File: config.mk
export PLATFORM = sky130hd
export DESIGN_NAME = csr_commit_unit
export DESIGN_NICKNAME = d
export VERILOG_FILES = /design/src/rtl/ariane_pkg.sv /design/src/rtl/csr_commit_unit.sv
export SDC_FILE = /design/constraint.sdc
export NUM_CORES = 1
export LEC_CHECK = 0
export BUFFER_PORTS_ARGS = -buffer_cell sky130_fd_sc_hd__buf_2
export CORE_MARGIN = 5
export CORE_UTILIZATION = 45
export DETAILED_ROUTE_END_ITERATION = 12
export PLACE_DENSITY = 0.73
export SLEW_MARGIN = 20
export SYNTH_ARGS = -nofsm -noshare
export SYNTH_HDL_FRONTEND = slang
export SYNTH_SLANG_ARGS = --single-unit
File: constraint.sdc
create_clock -name clk_i -period 2 [get_ports clk_i]
set_clock_uncertainty 0.05 [all_clocks]
set_input_delay 0.2 -clock clk_i [delete_from_list [all_inputs] [get_ports clk_i]]
set_output_delay 0.2 -clock clk_i [all_outputs]
set_load 0.02 [all_outputs]
File: src/rtl/ariane_pkg.sv
// Shared CSR definitions: the commit op encoding and the address fields that
// carry the minimum privilege level and the read-only marker.
package ariane_pkg;

  typedef enum logic [1:0] {
    CSR_READ  = 2'd0,
    CSR_WRITE = 2'd1,
    CSR_SET   = 2'd2,
    CSR_CLEAR = 2'd3
  } csr_op_t;

  // addr[9:8] is the lowest privilege allowed to touch the CSR
  localparam int unsigned CSR_PRIV_MSB = 9;
  localparam int unsigned CSR_PRIV_LSB = 8;
  // addr[11:10] == 2'b11 marks a read-only CSR
  localparam int unsigned CSR_RO_MSB   = 11;
  localparam int unsigned CSR_RO_LSB   = 10;

  function automatic logic [1:0] csr_min_priv(input logic [11:0] addr);
    return addr[CSR_PRIV_MSB:CSR_PRIV_LSB];
  endfunction

  function automatic logic csr_is_ro(input logic [11:0] addr);
    return addr[CSR_RO_MSB:CSR_RO_LSB] == 2'b11;
  endfunction

endpackage

File: src/rtl/csr_commit_unit.sv
// CSR commit unit: takes one CSR op from the commit stage, checks access
// rights, reads the CSR file, optionally writes back the read-modify-write
// result and reports the old value with a one-cycle done pulse.
module csr_commit_unit
  import ariane_pkg::*;
(
  input  logic          clk_i,
  input  logic          rst_ni,
  input  logic          flush_i,
  input  logic          commit_valid_i,
  output logic          commit_ready_o,
  input  csr_op_t       commit_op_i,
  input  logic [63:0]   commit_wdata_i,
  input  logic [11:0]   csr_addr_i,
  input  logic [1:0]    priv_lvl_i,
  output logic          done_o,
  output logic [63:0]   rdata_o,
  output logic          ex_o,
  output logic          csr_commit_o,
  output logic          csrf_req_o,
  output logic          csrf_we_o,
  output logic [11:0]   csrf_addr_o,
  output logic [63:0]   csrf_wdata_o,
  input  logic          csrf_gnt_i,
  input  logic          csrf_rvalid_i,
  input  logic [63:0]   csrf_rdata_i,
  input  logic          csrf_err_i
);

  typedef enum logic [2:0] {
    IDLE, READ_REQ, READ_WAIT, WRITE_REQ, DONE
  } state_t;

  state_t      state_q, state_d;
  csr_op_t     op_q, op_d;
  logic [63:0] wdata_q, wdata_d;
  logic [11:0] addr_q, addr_d;
  logic [63:0] old_q, old_d;
  logic        ex_q, ex_d;

  logic        acc_fault;
  logic        write_needed;
  logic [63:0] new_val;

  // Access check on the incoming op (privilege too low, or write to RO CSR)
  always_comb begin
    acc_fault = (csr_min_priv(csr_addr_i) > priv_lvl_i) ||
                (csr_is_ro(csr_addr_i) && commit_op_i != CSR_READ);
  end

  // Inline RMW ALU; SET/CLEAR with a zero mask leave the CSR untouched
  always_comb begin
    unique case (op_q)
      CSR_WRITE: new_val = wdata_q;
      CSR_SET:   new_val = old_q | wdata_q;
      CSR_CLEAR: new_val = old_q & ~wdata_q;
      default:   new_val = old_q;
    endcase
    write_needed = (op_q == CSR_WRITE) ||
                   ((op_q == CSR_SET || op_q == CSR_CLEAR) && (wdata_q != '0));
  end

  // Next-state logic; flush only aborts before the read has been granted
  always_comb begin
    state_d = state_q;
    op_d    = op_q;
    wdata_d = wdata_q;
    addr_d  = addr_q;
    old_d   = old_q;
    ex_d    = ex_q;
    unique case (state_q)
      IDLE: begin
        if (commit_valid_i && !flush_i) begin
          op_d    = commit_op_i;
          wdata_d = commit_wdata_i;
          addr_d  = csr_addr_i;
          old_d   = '0;
          ex_d    = acc_fault;
          state_d = acc_fault ? DONE : READ_REQ;
        end
      end
      READ_REQ: begin
        if (csrf_gnt_i)   state_d = READ_WAIT;
        else if (flush_i) state_d = IDLE;
      end
      READ_WAIT: begin
        if (csrf_rvalid_i) begin
          if (csrf_err_i) begin
            ex_d    = 1'b1;
            state_d = DONE;
          end else begin
            old_d   = csrf_rdata_i;
            state_d = write_needed ? WRITE_REQ : DONE;
          end
        end
      end
      WRITE_REQ: begin
        if (csrf_gnt_i) state_d = DONE;
      end
      DONE:    state_d = IDLE;
      default: state_d = IDLE;
    endcase
  end

  // State and latched-operand registers
  always_ff @(posedge clk_i or negedge rst_ni) begin
    if (!rst_ni) begin
      state_q <= IDLE;
      op_q    <= CSR_READ;
      wdata_q <= '0;
      addr_q  <= '0;
      old_q   <= '0;
      ex_q    <= 1'b0;
    end else begin
      state_q <= state_d;
      op_q    <= op_d;
      wdata_q <= wdata_d;
      addr_q  <= addr_d;
      old_q   <= old_d;
      ex_q    <= ex_d;
    end
  end

  // Outputs decode only registered state, so they hold steady while a
  // request waits for grant and drop at once on reset
  always_comb begin
    commit_ready_o = (state_q == IDLE);
    done_o         = (state_q == DONE);
    ex_o           = done_o & ex_q;
    rdata_o        = (done_o && !ex_q) ? old_q : '0;
    csr_commit_o   = done_o & ~ex_q;
    csrf_req_o     = (state_q == READ_REQ) || (state_q == WRITE_REQ);
    csrf_we_o      = (state_q == WRITE_REQ);
    csrf_addr_o    = csrf_req_o ? addr_q : '0;
    csrf_wdata_o   = csrf_we_o ? new_val : '0;
  end

endmodule

Word level (Yosys, flattened, before mapping) --
Cells that the tools add are included. W data, S select, Z words.
Word-level totals: memory bits (writable) 0, bits in latches 0, register bits 146, memories kept 0, output and inout bits 146, bits in read-only memories 0
Cells by class: reduce and logical (&&, ||, !) cells 18, shift-type cells 0, add/sub/neg operators 0, muxes and demuxes 21, $mul 0, eq/ne operators 14, $lt $le $gt $ge 1, bitwise gates (word level) 6, div/mod/pow operators 0
Operator list (count):
- $mux W64 | 5
- $pmux W64 S3 | 1
- $pmux W64 S2 | 1
- $and A64 B64 Y64 | 1
- $not A64 Y64 | 1
- $or A64 B64 Y64 | 1
- $reduce_bool A64 Y1 | 1
- $mux W3 | 8
- $mux W12 | 1
- $pmux W3 S4 | 1
- $reduce_and A4 Y1 | 3
- $eq A2 B2 Y1 const B | 3
- $eq A3 B2 Y1 const B | 2
- $ne A2 B2 Y1 const B | 3
- $logic_and A1 B1 Y1 | 4
- $logic_or A1 B1 Y1 | 4
- $ne A2 B1 Y1 const B | 2
- $reduce_bool A2 Y1 | 2
- $eq A3 B1 Y1 const B | 1
- $eq A3 B3 Y1 const B | 1
- $logic_not A3 Y1 | 1
- $mux W1 | 3
- $ne A3 B3 Y1 const B | 1
- $and A1 B1 Y1 | 2
- other kinds (6) | 7

Longest topological paths before layout --
Gate-level depths: netlist of the first run.
word-level depth 8, mapped depth 9, depth with buffers taken out 7

Least setup slack after synthesis of the first run --
Ideal clock, no wire load.
path type flip-flop to flip-flop, start point reg state_q[1], end point reg addr_q[0], cell stages (with the launch flop) 8, period minus slack after synthesis 2067 ps, arrival time 1900 ps, required time 1833 ps, path slack -67 ps, setup time 117 ps, buffers on the path 3, cell sequence dfrtp_1 -> buf_2 -> nor3_1 -> nand3_1 -> buf_2 -> buf_1 -> nand2_1 -> nand2_1
On the way: longest elaborated chain between the ends 2
RTL lines:
- start, declared | line csr_commit_unit.sv:34 | state_t state_q, state_d;
- start signal, assigned | line csr_commit_unit.sv:115 | state_q <= state_d;
- $logic_not A3 Y1
- net commit_ready_o | line csr_commit_unit.sv:11 | output logic commit_ready_o,
- $reduce_and A2 Y1 (no line)
- end signal, assigned | line csr_commit_unit.sv:118 | addr_q <= addr_d;
- end, declared | line csr_commit_unit.sv:37 | logic [11:0] addr_q, addr_d;
The timed path passes the listed nets, and every way through them passes these cells. A chain may end at the register's enable or synchronous reset.

Worst setup path after layout of the first run --
start point reg op_q[1], end point out csrf_wdata_o[29]
On the way: longest elaborated chain between the ends 3
RTL lines:
- start, declared | line csr_commit_unit.sv:35 | csr_op_t op_q, op_d;
- start signal, assigned | line csr_commit_unit.sv:116 | op_q <= op_d;
- $eq A2 B2 Y1 or $eq A2 B1 Y1 (tied branches) | line csr_commit_unit.sv:53 | unique case (op_q)
- $pmux W64 S3 * | line csr_commit_unit.sv:53
- $mux W64 * | line csr_commit_unit.sv:135 | csrf_wdata_o = csrf_we_o ? new_val : '0;
- end, declared | line csr_commit_unit.sv:23 | output logic [63:0] csrf_wdata_o,
Mark *: on every way between the ends. The rest lies on a longest branch, timed or not.

==> flow_metrics.py, run 1 <==
metrics = {
    "synthesis": {
        "syn_inst": 1137,
        "ys_warn_count": 0,
        "syn_nets": 1290,
        "muxShareOfSynthArea_pct": 0,
        "synth_xor_area_share_pct": 0.104,
        "yosys.area_share.simple_pct": 29.7,
        "syn_area_per_cell_um2": 7.39,
        "syn_area_um2": 8400,
        "synth_cell_types": 37,
        "synth_compound_area_share_pct": 22.1,
        "ys_seq_elements": 146,
        "ys_seq_area_share_pct": 43.5,
        "synth_top_family_by_area": "simple AND/OR/NAND/NOR gates",
        "synth_adder_area_share_pct": 0.298,
    },
    "timing": {
        "rsz0062_at_grt": "yes",
        "maxSlewHeadroom_pct": 69.7,
        "period_share_pct": 111,
        "report.final.slew_viol_count": 0,
        "fin_ws_ns": -0.225,
        "hold_viol": 1,
        "min_period_ns": 2.23,
        "worst_pin_slew_ns": 0.451,
        "whs_ns": -0.0108,
        "max_freq_ghz": 0.449,
        "setup_viol": 128,
    },
    "layout": {
        "instances_no_fill": 1843,
        "drive_above_1_share_pct": 33.1,
        "syn2layout_area_growth_pct": 67.7,
        "antenna_cells": 0,
        "nets": 1749,
        "layout_commonest_cell": "nand2_1",
        "mostFrequentLayoutCells": "nand2_1, buf_2, a21oi_1, dfrtp_1, dlygate4sd3_1",
    },
    "worst_setup_path": {
        "path_max_fanout": 20,
        "criticalPathCategory": "reg2out",
        "worstPathCellList": "nand2b_4, buf_12, a21oi_1, o21a_1, buf_4",
        "reg2regPathDepth": 6,
        "critical_path_arrival_ns": 1.98,
        "endpoint_kind": "output port",
        "cpLargestDelayFamily": "flip-flops",
        "cpPeakStageDelay_ns": 0.54,
        "slowest_stage": "dfrtp_4",
        "required_ns": 1.75,
        "worstSetupStartpointType": "register",
        "cp.depth": 5,
        "critPathBufInv": 2,
    },
    "global_routing": {
        "grt_use_met3_pct": 6.24,
        "grtUsageMet2_pct": 54.0,
        "grt-ovfl-total": 0,
        "antenna_found_initial": 0,
        "grt_use_met1_pct": 39.4,
        "grt_pass1_wl_mm": 55.6,
        "grtUsageTotal_pct": 32.3,
        "grt_busiest_layer": "met2",
        "grt_max_degree": 71,
        "grt_pass1_vias": 10400,
    },
    "floorplanning": {
        "start_util_pct": 45.4,
        "std_cell_rows": 50,
        "ios": 297,
        "die-area_um2": 21500,
        "fp.dieW_um": 147,
        "die_h_um": 147,
        "coreArea_um2": 18500,
    },
    "power": {
        "p_clk_share_pct": 19.2,
        "vdd_drop_max_mv": 0.821,
        "combPwrFrac_pct": 48.0,
        "p_sw_mw": 7.89,
        "finalPower_mw": 17.5,
        "leakage_nw": 6.72,
        "seq_power_share_pct": 32.8,
        "powerDensity_nw_per_um2": 1240,
        "p_int_mw": 9.62,
        "sw_frac_of_total_pct": 45.0,
    },
    "clock_network": {
        "clock_latency_ns": 0.43,
        "clock_sinks": 146,
        "cts_buffer_depth": 2,
        "htreeDepth": 4,
        "cts_tree": "done",
        "clkSlewWorstSetupHoldPaths_ns": 0.07,
        "numCtsBuffers": 17,
        "cts-root-buf": "clkbuf_16",
    },
    "flow_run": {
        "drv_cap": 0,
    },
    "routing": {
        "via_per_inst": 5.86,
        "post_drt_wl_per_cell_um": 21.0,
        "drc_errors": 0,
        "drt_iter0_drc": 1112,
        "via_count": 10800,
        "antenna_left": 0,
        "drtPass1Iterations": 6,
        "finalWirelength_mm": 38.6,
    },
    "hold_path": {
        "min_path_cells": 3,
        "min_path_type": "in2reg",
    },
    "placed_design": {
        "dpl.cell_count": 1641,
        "portBuffers": 296,
        "place_hpwl_mm": 21.1,
        "gp_congestion": 0.890,
    },
    "outcome": {
        "violations": "negative hold slack, negative setup slack",
        "outcome": "complete, but fails checks",
    },
}
## timing repair
action / in CTS / in global routing
cloned: 5 / 7
setup endpoints to repair: 130 / 210
resized for setup: 248 / 132
pin swaps: 6 / 22
buffers inserted: 14 / 5
hold endpoints to repair: 166 / 1
hold buffers: 138 / 1
## state kept, by name, summed over array words and instances (netlist names)
signal	cells
old_q	64
ex_q	1
state_q	3
op_q	2
wdata_q	64
addr_q	12
## cell usage after synthesis
| library cell | count | area (um^2) |
|---|---|---|
| a21oi_1 | 192 | 961 |
| a221oi_1 | 1 | 8.76 |
| a22oi_1 | 2 | 15.0 |
| a2bb2oi_1 | 1 | 8.76 |
| a31oi_1 | 1 | 6.26 |
| and2_1 | 81 | 507 |
| and3_1 | 1 | 6.26 |
| and4_1 | 1 | 8.76 |
| buf_1 | 2 | 7.51 |
| buf_2 | 22 | 110 |
| buf_4 | 1 | 7.51 |
| clkbuf_1 | 58 | 218 |
| dfrtp_1 | 146 | 3650 |
| ha_1 | 2 | 25.0 |
| inv_1 | 5 | 18.8 |
| nand2_1 | 362 | 1360 |
| nand2b_1 | 1 | 6.26 |
| nand3_1 | 4 | 20.0 |
| nand3b_1 | 1 | 7.51 |
| nand4_1 | 5 | 31.3 |
| nor2_1 | 66 | 248 |
| nor2b_1 | 6 | 37.5 |
| nor3_1 | 4 | 20.0 |
| nor3b_1 | 2 | 15.0 |
| nor3b_2 | 1 | 12.5 |
| nor4_1 | 27 | 169 |
| nor4_2 | 3 | 37.5 |
| o211a_1 | 1 | 10.0 |
| o21a_1 | 62 | 465 |
| o21ai_0 | 67 | 335 |
| o21ai_1 | 3 | 15.0 |
| o21ai_2 | 1 | 8.76 |
| o21bai_1 | 1 | 7.51 |
| o221a_1 | 1 | 11.3 |
| or2_2 | 1 | 6.26 |
| or4_1 | 1 | 7.51 |
| xnor2_1 | 1 | 8.76 |
## per-layer routing
layer  share of wire [%]  vias up  wire length [um]
met5                   0        -                 0
met4                 5.8        0              2250
met3                 9.0      202              3470
met2                  49      794             19000
met1                  36     5080             14000
li1                    -     4731                 -
## cell families after synthesis
logic type      Yosys count
simple gates            567
compound gates          333
flops                   146
buf+inv                  88
fa+ha+maj                 2
xor+xnor                  1
## through the flow
stage	util (%)	TNS (ns)	setup slack, ns	area (um^2)
after floorplan	-	0	0.0274	8410
after global placement	56.5	0	0.0278	10500
after detailed placement	56.5	0	0.0316	10500
after CTS	72.6	-9.58	-0.108	13400
after global routing	76.1	-20.47	-0.245	14100
final	76.1	-13.47	-0.225	14100
## layout make-up
| class | instances | area (um^2) |
|---|---|---|
| multi-input cells | 903 | 4780 |
| inverters | 5 | 18.8 |
| well taps | 234 | 293 |
| repair buffers | 523 | 4720 |
| clock inverters | 15 | 181 |
| fillers | 1141 | 4430 |
| clock buffers | 17 | 425 |
| flip-flops and latches | 146 | 3660 |
## power groups by stage
stage | clock (mW) | sequential [mW] | combinational [mW]
2_1_floorplan | 0 | 5.29 | 4.11
3_3_place_gp | 0 | 5.48 | 6.22
3_5_place_dp | 0 | 5.56 | 6.41
4_1_cts | 3.35 | 5.54 | 7.34
5_1_grt | 3.51 | 5.87 | 9.09
6_report | 3.36 | 5.74 | 8.41
## worst reg2reg max path, delay by kind of cell (launching register included)
| family | cells | cell delay (ns) |
|---|---|---|
| and+or+nand+nor | 3 | 0.94 |
| DFF | 1 | 0.42 |
| AOI/OAI and AO/OA | 2 | 0.33 |
| buffers and inverters | 1 | 0.18 |
## path summary, 6_finish.rpt
path / start / end / slack (ns)
worst max register to register: wdata_q[24]$_DFFE_PN0P_ / state_q[2]$_DFFE_PN0P_ / 0.01
min in group asynchronous: rst_ni / addr_q[6]$_DFFE_PN0P_ / 0.17
worst max-delay path: op_q[1]$_DFFE_PN0P_ / csrf_wdata_o[29] / -0.23
worst min-delay path: csrf_rdata_i[20] / old_q[20]$_DFFE_PN0P_ / -0.01
max in group asynchronous: rst_ni / old_q[38]$_DFFE_PN0P_ / 1.07
worst min register to register: addr_q[9]$_DFFE_PN0P_ / addr_q[9]$_DFFE_PN0P_ / 0.42
Power figures use the tool's default switching activity.
==> run 2, diff against run 1 <==
--- a/config.mk
+++ b/config.mk
@@ -6,7 +6,7 @@
 export NUM_CORES = 1
 export LEC_CHECK = 0
 export BUFFER_PORTS_ARGS = -buffer_cell sky130_fd_sc_hd__buf_2
-export CORE_MARGIN = 5
+export CORE_MARGIN = 3
 export CORE_UTILIZATION = 45
 export DETAILED_ROUTE_END_ITERATION = 12
 export PLACE_DENSITY = 0.73
==> constraint.sdc (replaced) <==
create_clock -name clk_i -period 2.8 [get_ports clk_i]
set_clock_uncertainty 0.05 [all_clocks]
set_input_delay 0.28 -clock clk_i [delete_from_list [all_inputs] [get_ports clk_i]]
set_output_delay 0.28 -clock clk_i [all_outputs]
set_load 0.02 [all_outputs]
==> run 2 against run 1 <==
Net effect: the run now ends clean; critical path depth stayed put; largest power group is now registers; utilization is 16 points lower; non-clock buffer count down 180; die area fell by 5.4%; first-iteration DRC count fell by 41%; routed wire length shrank 29%; combinational power is 55% lower; final cell count decreased by 10%; sequential share of layout area rose by 7.5 points; largest cell class unchanged; register-to-register slack improved by 0.71 ns; sequential power fell by 25%; clock power is 28% lower.
==> flow_metrics.py, run 2 (synthesis results as in run 1) <==
metrics = {
    "clock_network": {
        "numCtsBuffers": 17,
        "cts_buffer_depth": 2,
        "cts_tree": "done",
        "htreeDepth": 4,
        "clock_sinks": 146,
        "cts-root-buf": "clkbuf_16",
        "clkSlewWorstSetupHoldPaths_ns": 0.06,
        "clock_latency_ns": 0.42,
    },
    "worst_setup_path": {
        "critPathBufInv": 2,
        "critical_path_arrival_ns": 2.12,
        "worstPathCellList": "nor2b_1, and2_2, buf_4, o21a_1, buf_2",
        "cpLargestDelayFamily": "buffers and inverters",
        "endpoint_kind": "output port",
        "required_ns": 2.47,
        "criticalPathCategory": "reg2out",
        "slowest_stage": "dfrtp_1",
        "worstSetupStartpointType": "register",
        "cpPeakStageDelay_ns": 0.50,
        "path_max_fanout": 40,
    },
    "floorplanning": {
        "die_h_um": 143,
        "start_util_pct": 46.3,
        "fp.dieW_um": 143,
        "die-area_um2": 20300,
        "std_cell_rows": 49,
        "coreArea_um2": 18100,
        "ios": 297,
    },
    "placed_design": {
        "gp_congestion": 0.829,
        "dpl.cell_count": 1603,
        "dp_slack_ns": 0.789,
        "portBuffers": 296,
        "place_hpwl_mm": 19.8,
        "placed_area_um2": 10100,
    },
    "timing": {
        "setup_viol": 0,
        "max_freq_ghz": 0.408,
        "whs_ns": 0.00857,
        "min_period_ns": 2.45,
        "period_share_pct": 87.5,
        "fin_ws_ns": 0.351,
        "report.final.slew_viol_count": 0,
        "maxSlewHeadroom_pct": 53.3,
        "worst_pin_slew_ns": 0.700,
        "rsz0062_at_grt": "no",
        "hold_viol": 0,
        "tns_ns": 0,
    },
    "routing": {
        "post_drt_wl_per_cell_um": 16.6,
        "finalWirelength_mm": 27.6,
        "drt_iter0_drc": 653,
        "via_per_inst": 5.32,
        "via_count": 8826,
        "drtPass1Iterations": 6,
        "drc_errors": 0,
        "antenna_left": 0,
    },
    "layout": {
        "nets": 1569,
        "instances_no_fill": 1658,
        "fill_cells": 1686,
        "mostFrequentLayoutCells": "nand2_1, buf_2, a21oi_1, dfrtp_1, and2_1",
        "layout_commonest_cell": "nand2_1",
        "fin_area_um2": 10900,
        "largest_registers": "old_q: 64 flops, wdata_q: 64 flops, addr_q: 12 flops",
        "syn2layout_area_growth_pct": 30.1,
        "drive_above_1_share_pct": 25.6,
    },
    "power": {
        "powerDensity_nw_per_um2": 965,
        "vdd_drop_max_mv": 0.572,
        "leakage_nw": 5.62,
    },
    "global_routing": {
        "grt_pass1_wl_mm": 43.5,
        "grt_pass1_vias": 8131,
        "grtUsageTotal_pct": 26.8,
        "grt_max_degree": 77,
        "antenna_found_initial": 1,
        "grt-ovfl-total": 0,
    },
    "hold_path": {
        "min_path_type": "in2reg",
    },
    "outcome": {
        "outcome": "complete, no violations",
    },
    "flow_run": {
        "drv_cap": 0,
    },
}
==> run 2: cell count changes in the layout (fill, tap and decap cells not counted), sizes merged <==
cell,change
clkinvlp,+1
bufinv,+1
inv,-3
clkbuf,-2
buf,-59
clkinv,-4
diode,+2
dlygate4sd3,-116
==> run 2: per-stage QoR <==
stage	total power, mW	utilization [%]
floorplan	6.70	-
global placement	7.89	55.5
detailed placement	8.07	55.5
CTS	10.5	60.2
global route	11.4	60.2
finish	10.5	60.2
==> run 2: layer usage <==
layer  up-vias  track usage (%)  wire length, um
met1      4050             36.5            11800
met5         -                0                0
met2       357             43.8            13400
met4         0             9.85              749
li1       4362                -                -
met3        57             3.82             1630
==> run 2: final cells by class <==
cell class	count	area, um^2	area share, %
Multi-Input combinational cell	903	4420	40.5
Inverter	5	18.8	0.172
Tap cell	229	287	2.62
Timing Repair Buffer	343	1910	17.5
Clock inverter	10	158	1.44
Clock buffer	20	467	4.27
Antenna cell	2	5.00	0.0458
Sequential cell	146	3660	33.5
==> run 2: final timing paths <==
| path | startpoint | endpoint | slack [ns] | cells past startpoint |
|---|---|---|---|---|
| hold / removal | commit_wdata_i[8] | wdata_q[8]$_DFFE_PN0P_ | 0.009 | 3 |
| setup / recovery | state_q[0]$_DFFE_PN0P_ | csrf_wdata_o[25] | 0.35 | 5 |
| setup reg to reg | wdata_q[51]$_DFFE_PN0P_ | state_q[2]$_DFFE_PN0P_ | 0.72 | 5 |
| max in group asynchronous | rst_ni | wdata_q[45]$_DFFE_PN0P_ | 1.57 | 3 |
| hold reg to reg | addr_q[7]$_DFFE_PN0P_ | addr_q[7]$_DFFE_PN0P_ | 0.41 | 2 |
| min in group asynchronous | rst_ni | old_q[54]$_DFFE_PN0P_ | 0.39 | 2 |
==> run 2: timing repair <==
| action | in CTS | in global routing |
|---|---|---|
| endpoints found under the hold margin | 90 | 0 |
| gates resized for setup | 0 | 0 |
| hold buffers | 23 | 0 |
| setup buffers | 0 | 0 |
==> run 2: power by group <==
part	leakage (nW)	internal [mW]	switching [mW]	total [mW]
Clock	0.300	1.55	0.882	2.43
Combinational	3.43	1.41	2.39	3.81
Sequential	1.89	2.97	1.33	4.31
Total	5.62	5.94	4.61	10.5
==> run 2: worst reg2reg max path: cells and delay by family, from the launching register on <==
kind               cells  cell delay, ns
AOI/OAI and AO/OA      2            0.35
and+or+nand+nor        3            1.13
DFF                    1            0.50
